<file path="src/rtl/instruction_fetch_pkg.sv">
// Shared definitions for the 3-bit machine fetch stage: opcodes, fetch FSM
// state encodings and the default program store depth.
package instruction_fetch_pkg;

    // Default number of 3-bit words in the program store.
    localparam int IF_PROG_DEPTH = 16;

    // Instruction set of the 3-bit machine.
    typedef enum logic [2:0] {
        ADV = 3'd0,
        BXL = 3'd1,
        BST = 3'd2,
        JNZ = 3'd3,
        BXC = 3'd4,
        OUT = 3'd5,
        BDV = 3'd6,
        CDV = 3'd7
    } opcode_e;

    // Fetch FSM encodings.
    localparam logic [1:0] FETCH_IDLE   = 2'd0;
    localparam logic [1:0] FETCH_RUN    = 2'd1;
    localparam logic [1:0] FETCH_HALTED = 2'd2;

endpackage

</file>
<file path="src/rtl/instruction_fetch_prog_mem.sv">
// Program store: DEPTH x 3-bit register file, one synchronous write port and
// two asynchronous read ports. Addresses are one bit wider than needed so
// that pc+1 may point one past the end; such reads return 0.
module instruction_fetch_prog_mem #(
    parameter int DEPTH = 16,
    parameter int AW    = $clog2(DEPTH)
) (
    input  logic          clk,
    input  logic          wr_en_i,
    input  logic [AW-1:0] wr_addr_i,
    input  logic [2:0]    wr_data_i,
    input  logic [AW:0]   rd_addr_a_i,
    output logic [2:0]    rd_data_a_o,
    input  logic [AW:0]   rd_addr_b_i,
    output logic [2:0]    rd_data_b_o
);

    localparam logic [AW:0] DEPTH_W = (AW+1)'(DEPTH);

    logic [2:0] mem_q [DEPTH];

    // Synchronous write port.
    // NOTE: storage has no reset on purpose; it keeps the program across rst
    // and maps onto plain flops or RAM without a reset tree.
    always_ff @(posedge clk) begin
        if (wr_en_i) begin
            mem_q[wr_addr_i] <= wr_data_i;
        end
    end

    assign rd_data_a_o = (rd_addr_a_i < DEPTH_W) ? mem_q[rd_addr_a_i[AW-1:0]] : 3'd0;
    assign rd_data_b_o = (rd_addr_b_i < DEPTH_W) ? mem_q[rd_addr_b_i[AW-1:0]] : 3'd0;

endmodule

</file>
<file path="src/rtl/instruction_fetch.sv">
// Instruction fetch stage: holds the program store, walks pc two words at a
// time, presents opcode/operand pairs to decode, redirects on taken jumps
// (deferring them across stalls) and halts when pc runs off the program.
module instruction_fetch
    import instruction_fetch_pkg::*;
#(
    parameter int PROG_DEPTH = IF_PROG_DEPTH,
    parameter int AW         = $clog2(PROG_DEPTH)
) (
    input  logic          clk,
    input  logic          rst,
    input  logic          prog_wr_en,
    input  logic [AW-1:0] prog_wr_addr,
    input  logic [2:0]    prog_wr_data,
    input  logic [AW:0]   prog_len,
    input  logic          start,
    input  logic          stall,
    input  logic          jump_taken,
    input  logic [2:0]    jump_target,
    output logic [2:0]    opcode,
    output logic [2:0]    operand,
    output logic          instr_valid,
    output logic [AW:0]   pc_out,
    output logic          halt
);

    logic [1:0]  state_q,     state_d;
    logic [AW:0] pc_q,        pc_d;
    logic [AW:0] len_q,       len_d;
    logic        jump_pend_q, jump_pend_d;
    logic [2:0]  target_q,    target_d;
    logic [2:0]  opcode_q,    opcode_d;
    logic [2:0]  operand_q,   operand_d;
    logic        valid_q,     valid_d;
    logic [AW:0] pc_out_q,    pc_out_d;
    logic        halt_q,      halt_d;

    logic [AW:0]   pc_plus1;
    logic [AW+1:0] pc_plus1_wide;
    logic [2:0]    mem_op;
    logic [2:0]    mem_opd;
    logic          mem_wr_en;

    assign pc_plus1      = pc_q + (AW+1)'(1);
    // End-of-program compare is one bit wider so it can never wrap.
    assign pc_plus1_wide = {1'b0, pc_q} + (AW+2)'(1);
    assign mem_wr_en     = prog_wr_en && (state_q != FETCH_RUN);

    instruction_fetch_prog_mem #(
        .DEPTH (PROG_DEPTH),
        .AW    (AW)
    ) u_prog_mem (
        .clk         (clk),
        .wr_en_i     (mem_wr_en),
        .wr_addr_i   (prog_wr_addr),
        .wr_data_i   (prog_wr_data),
        .rd_addr_a_i (pc_q),
        .rd_data_a_o (mem_op),
        .rd_addr_b_i (pc_plus1),
        .rd_data_b_o (mem_opd)
    );

    // Next-state logic for the fetch FSM, pc, pending jump and output registers.
    // NOTE: every _d gets its hold value first so no path leaves it unassigned
    // and no latch is inferred.
    always_comb begin
        state_d     = state_q;
        pc_d        = pc_q;
        len_d       = len_q;
        jump_pend_d = jump_pend_q;
        target_d    = target_q;
        opcode_d    = opcode_q;
        operand_d   = operand_q;
        valid_d     = valid_q;
        pc_out_d    = pc_out_q;
        halt_d      = halt_q;

        case (state_q)
            FETCH_IDLE, FETCH_HALTED: begin
                if (start) begin
                    state_d     = FETCH_RUN;
                    len_d       = prog_len;
                    pc_d        = '0;
                    halt_d      = 1'b0;
                    valid_d     = 1'b0;
                    jump_pend_d = 1'b0;
                end
            end
            FETCH_RUN: begin
                if (stall) begin
                    // Hold everything, but remember a jump resolved meanwhile.
                    if (jump_taken) begin
                        jump_pend_d = 1'b1;
                        target_d    = jump_target;
                    end
                end else if (jump_taken || jump_pend_q) begin
                    // Redirect and drop the fall-through instruction already fetched.
                    pc_d        = jump_taken ? (AW+1)'(jump_target) : (AW+1)'(target_q);
                    jump_pend_d = 1'b0;
                    valid_d     = 1'b0;
                end else if (pc_plus1_wide >= {1'b0, len_q}) begin
                    state_d = FETCH_HALTED;
                    halt_d  = 1'b1;
                    valid_d = 1'b0;
                end else begin
                    opcode_d  = mem_op;
                    operand_d = mem_opd;
                    pc_out_d  = pc_q;
                    valid_d   = 1'b1;
                    pc_d      = pc_q + (AW+1)'(2);
                end
            end
            default: begin
                state_d = FETCH_IDLE;
            end
        endcase
    end

    // State and output registers with asynchronous active-high reset.
    // NOTE: sequential state uses non-blocking assignments so every register
    // samples the pre-edge values regardless of statement order.
    always_ff @(posedge clk or posedge rst) begin
        if (rst) begin
            state_q     <= FETCH_IDLE;
            pc_q        <= '0;
            len_q       <= '0;
            jump_pend_q <= 1'b0;
            target_q    <= '0;
            opcode_q    <= '0;
            operand_q   <= '0;
            valid_q     <= 1'b0;
            pc_out_q    <= '0;
            halt_q      <= 1'b0;
        end else begin
            state_q     <= state_d;
            pc_q        <= pc_d;
            len_q       <= len_d;
            jump_pend_q <= jump_pend_d;
            target_q    <= target_d;
            opcode_q    <= opcode_d;
            operand_q   <= operand_d;
            valid_q     <= valid_d;
            pc_out_q    <= pc_out_d;
            halt_q      <= halt_d;
        end
    end

    assign opcode      = opcode_q;
    assign operand     = operand_q;
    assign instr_valid = valid_q;
    assign pc_out      = pc_out_q;
    assign halt        = halt_q;

endmodule

</file>
<file path="config.mk">
export PLATFORM = sky130hd
export DESIGN_NAME = instruction_fetch
export DESIGN_NICKNAME = d
export VERILOG_FILES = /design/src/rtl/instruction_fetch_pkg.sv /design/src/rtl/instruction_fetch_prog_mem.sv /design/src/rtl/instruction_fetch.sv
export SDC_FILE = /design/constraint.sdc
export NUM_CORES = 1
export LEC_CHECK = 0
export CAP_MARGIN = 15
export CORE_MARGIN = 1
export CORE_UTILIZATION = 45
export CTS_CLUSTER_SIZE = 24
export DETAILED_ROUTE_END_ITERATION = 8
export PLACE_DENSITY = 0.67
export SLEW_MARGIN = 15
export SYNTH_ARGS = -nofsm -noshare
export SYNTH_HDL_FRONTEND = slang
export SYNTH_SLANG_ARGS = --single-unit
</file>
<file path="constraint.sdc">
create_clock -name clk -period 2.4 [get_ports clk]
set_input_delay 0.48 -clock clk [delete_from_list [all_inputs] [get_ports clk]]
set_output_delay 0.48 -clock clk [all_outputs]
set_load 0.01 [all_outputs]
</file>
==> flow_summary.json <==
{
  "status": "finished, final reports clean",
  "synth_nets": 303,
  "vdd_ir_drop_max_mv": 0.4605,
  "cp.required_ns": 2.64,
  "drc": 0,
  "clk_latency_ns": 0.35,
  "setup_viol": 0,
  "antenna_found_initial": 0,
  "track_usage_pct": 19.53,
  "yosys-top-cells-count": "edfxtp_1 (48), dfrtp_1 (29), nand2_1 (27)",
  "via_per_inst": 5.538,
  "crit_buf_inv": 2,
  "cp-start-kind": "register",
  "cts-buffers-inserted": 9,
  "avgSynthCellArea_sq_um": 13.76,
  "slew-limit-headroom_pct": 61.68,
  "synth.most_common_cell": "edfxtp_1",
  "postLayoutCellArea_sq_um": 4611,
  "grt_max_degree": 30,
  "synth.top_cell.area_share_pct": 38.08,
  "initial_core_util_pct": 46.30,
  "fmax_mhz": 425.9,
  "core_sq_um": 8175,
  "synth-adder-area-share_pct": 2.314,
  "yosysSeqAreaShare_pct": 57.26,
  "synth_xor_area_share_pct": 0.6942,
  "hp-class": "reg -> reg",
  "synth_seq_cells": 77,
  "die_area_sq_um": 8782,
  "total_power_w": 0.004961,
  "routed_wl_mm": 7.784,
  "synth_cell_types": 41,
  "grt.overflow.total": 0,
  "portBuffers": 33,
  "p_leak_nw": 1.723,
  "synthSimpleGateAreaFrac_pct": 9.554,
  "worstPathCellList": "ha_2, nand2_2, xor2_2, inv_1, ha_1, a21oi_2, o21ai_2, a211o_1, buf_6, mux2_2",
  "finalCritPeriodShare_pct": 97.83,
  "end_kind": "register",
  "powerDensity_nw_per_um2": 1076,
  "yosysTopAreaCell": "edfxtp_1",
  "cap_violations": 0,
  "fp.dieH_microns": 93.71,
  "cp_max_fo": 8,
  "fillCellCount": 659,
  "finalMaxSlewViolations": 0,
  "cp_data_arrival_time_ns": 2.59,
  "finalClockSkew_ns": 0.007488,
  "hpwl_mm": 5.705,
  "synth_flop_cell": "edfxtp_1",
  "synthMuxAreaShare_pct": 19.44,
  "placed_area_sq_um": 4333,
  "crit_path_max_incr_delay_ns": 0.42,
  "cts_tree": "yes",
  "cts_root_buffer": "clkbuf_8",
  "grt_pass1_vias": 2502,
  "syn_area_sq_um": 3785,
  "synth_top_family_by_area": "multiplexers",
  "place.gp.congestion": 0.8094,
  "hold_buffers": 0,
  "min_period_ns": 2.348,
  "synth_compound_area_share_pct": 7.702,
  "n_antenna_cell": 0,
  "synth_edf_count": 48,
  "io_pins": 34,
  "ys_warn_count": 0,
  "drive_above_1_share_pct": 26.67,
  "wl_per_cell_microns": 17.89,
  "crit_type": "reg -> reg",
  "fp.dieW_microns": 93.71,
  "area_delta_synth_final_pct": 21.82,
  "synth.top_cells.by_area": "edfxtp_1 (38%), dfrtp_1 (19%), mux4_2 (14%), mux2_2 (3.6%), nand2_1 (2.7%)",
  "ys_async_sr_fraction_pct": 37.66,
  "ant_nets": 0,
  "syn_inst": 275,
  "crit_slowest_cell": "dfrtp_1",
  "cts_buffer_depth": 2,
  "htreeDepth": 3,
  "vias": 2409,
  "nets": 353,
  "grt_pass1_wl_mm": 12.51,
  "tightest_slew_ns": 0.5730,
  "path_delay_family": "compound AO/OA/AOI/OAI gates",
  "final_hold_viol_count": 0,
  "worst_slack_ns": 0.05200,
  "clock-sinks": 77,
  "drtPass1Iterations": 4,
  "pre_cts_ws_ns": -0.1369,
  "num_rows": 33,
  "clkSlewWorstSetupHoldPaths_ns": 0.09,
  "drt_iter0_markers": 94
}
==> cells by family after synthesis <==
logic type	after synthesis
flops	77
simple gates	75
compound gates	46
mux	42
buf+inv	25
fa+ha+maj	7
xor+xnor	3
==> report_power, final <==
part | internal, W | total (W) | switching, W
Combinational | 0.00116 | 0.00220 | 0.00104
Clock | 0.000494 | 0.000999 | 0.000505
Sequential | 0.00162 | 0.00176 | 0.000141
Total | 0.00328 | 0.00496 | 0.00169
==> final cells by class <==
| class | instances | area [sq um] | share of cell area (%) |
|---|---|---|---|
| Timing Repair Buffer | 55 | 515.5 | 11.18 |
| Clock inverter | 7 | 82.58 | 1.791 |
| Tap cell | 105 | 131.4 | 2.849 |
| Clock buffer | 9 | 123.9 | 2.687 |
| Sequential cell | 77 | 2167 | 47.00 |
| Inverter | 9 | 33.78 | 0.7327 |
| Multi-Input combinational cell | 173 | 1556 | 33.76 |
==> timing repair <==
action / in CTS / in global routing
gates resized for setup: 1 / 12
buffers inserted: 0 / 2
pin swaps: 0 / 2
setup endpoints to repair: 2 / 15
==> routing by layer <==
metal,track usage [%],part of all wire [%]
met5,0,0
met4,7.692,2.6
met3,4.935,4.2
met2,31.63,49
met1,25.23,44
==> worst register-to-register path, cell delays in order, from the launching register on <==
cell,delay [ns]
dfrtp_1,0.42
ha_2,0.21
nand2_2,0.08
xor2_2,0.14
inv_1,0.06
ha_1,0.30
a21oi_2,0.17
o21ai_2,0.09
a211o_1,0.34
buf_6,0.16
mux2_2,0.27
==> worst paths after layout <==
| path | start | end | slack (ns) | cells past startpoint |
|---|---|---|---|---|
| setup reg to reg | pc_q[1]$_DFFE_PP0P_ | pc_out[2]$_DFFE_PP0P_ | 0.05 | 10 |
| min in group asynchronous | rst | pc_out[4]$_DFFE_PP0P_ | 0.50 | 3 |
| hold / removal | opcode[0]$_DFFE_PP0P_ | opcode[0]$_DFFE_PP0P_ | 0.49 | 2 |
| setup / recovery | pc_q[1]$_DFFE_PP0P_ | pc_out[2]$_DFFE_PP0P_ | 0.05 | 10 |
| hold reg to reg | opcode[0]$_DFFE_PP0P_ | opcode[0]$_DFFE_PP0P_ | 0.49 | 2 |
| max in group asynchronous | rst | pc_q[0]$_DFFE_PP0P_ | 1.63 | 3 |
==> per-stage QoR <==
step           util, %  std cells  TNS, ns  hold WS [ns]
2_1_floorplan        -        275        0        0.4791
3_3_place_gp     53.00        417  -0.9161        0.4690
3_5_place_dp     53.00        417  -0.9866        0.4816
4_1_cts          55.59        433        0        0.5021
5_1_grt          56.40        435  -0.1560        0.5299
6_report         56.40        435        0        0.4893
==> flip-flops by register name, summed over array words and instances (netlist names) <==
register,flops
halt,1
instr_valid,1
len_q,5
pc_out,5
pc_q,5
opcode,3
jump_pend_q,1
operand,3
u_prog_mem.mem_q,48
state_q,2
target_q,3
==> layout by cell type, fill, tap and decap left out, drive strengths merged, types with 2 or more instances in the layout <==
cell / n
mux2i: 6
nor3: 4
nand2: 27
nor2b: 4
edfxtp: 48
xor2: 2
or3: 4
buf: 22
mux4: 24
or2: 2
a22o: 4
inv: 11
nor2: 17
o22ai: 2
clkdlybuf4s50: 33
clkbuf: 9
clkinvlp: 2
a21oi: 8
ha: 7
a21o: 4
nor3b: 3
o21ai: 20
nand2b: 6
a32o: 2
mux2: 12
clkinv: 2
a211oi: 2
nand3: 3
dfrtp: 29
No activity file was read; power rests on OpenSTA's default activity.
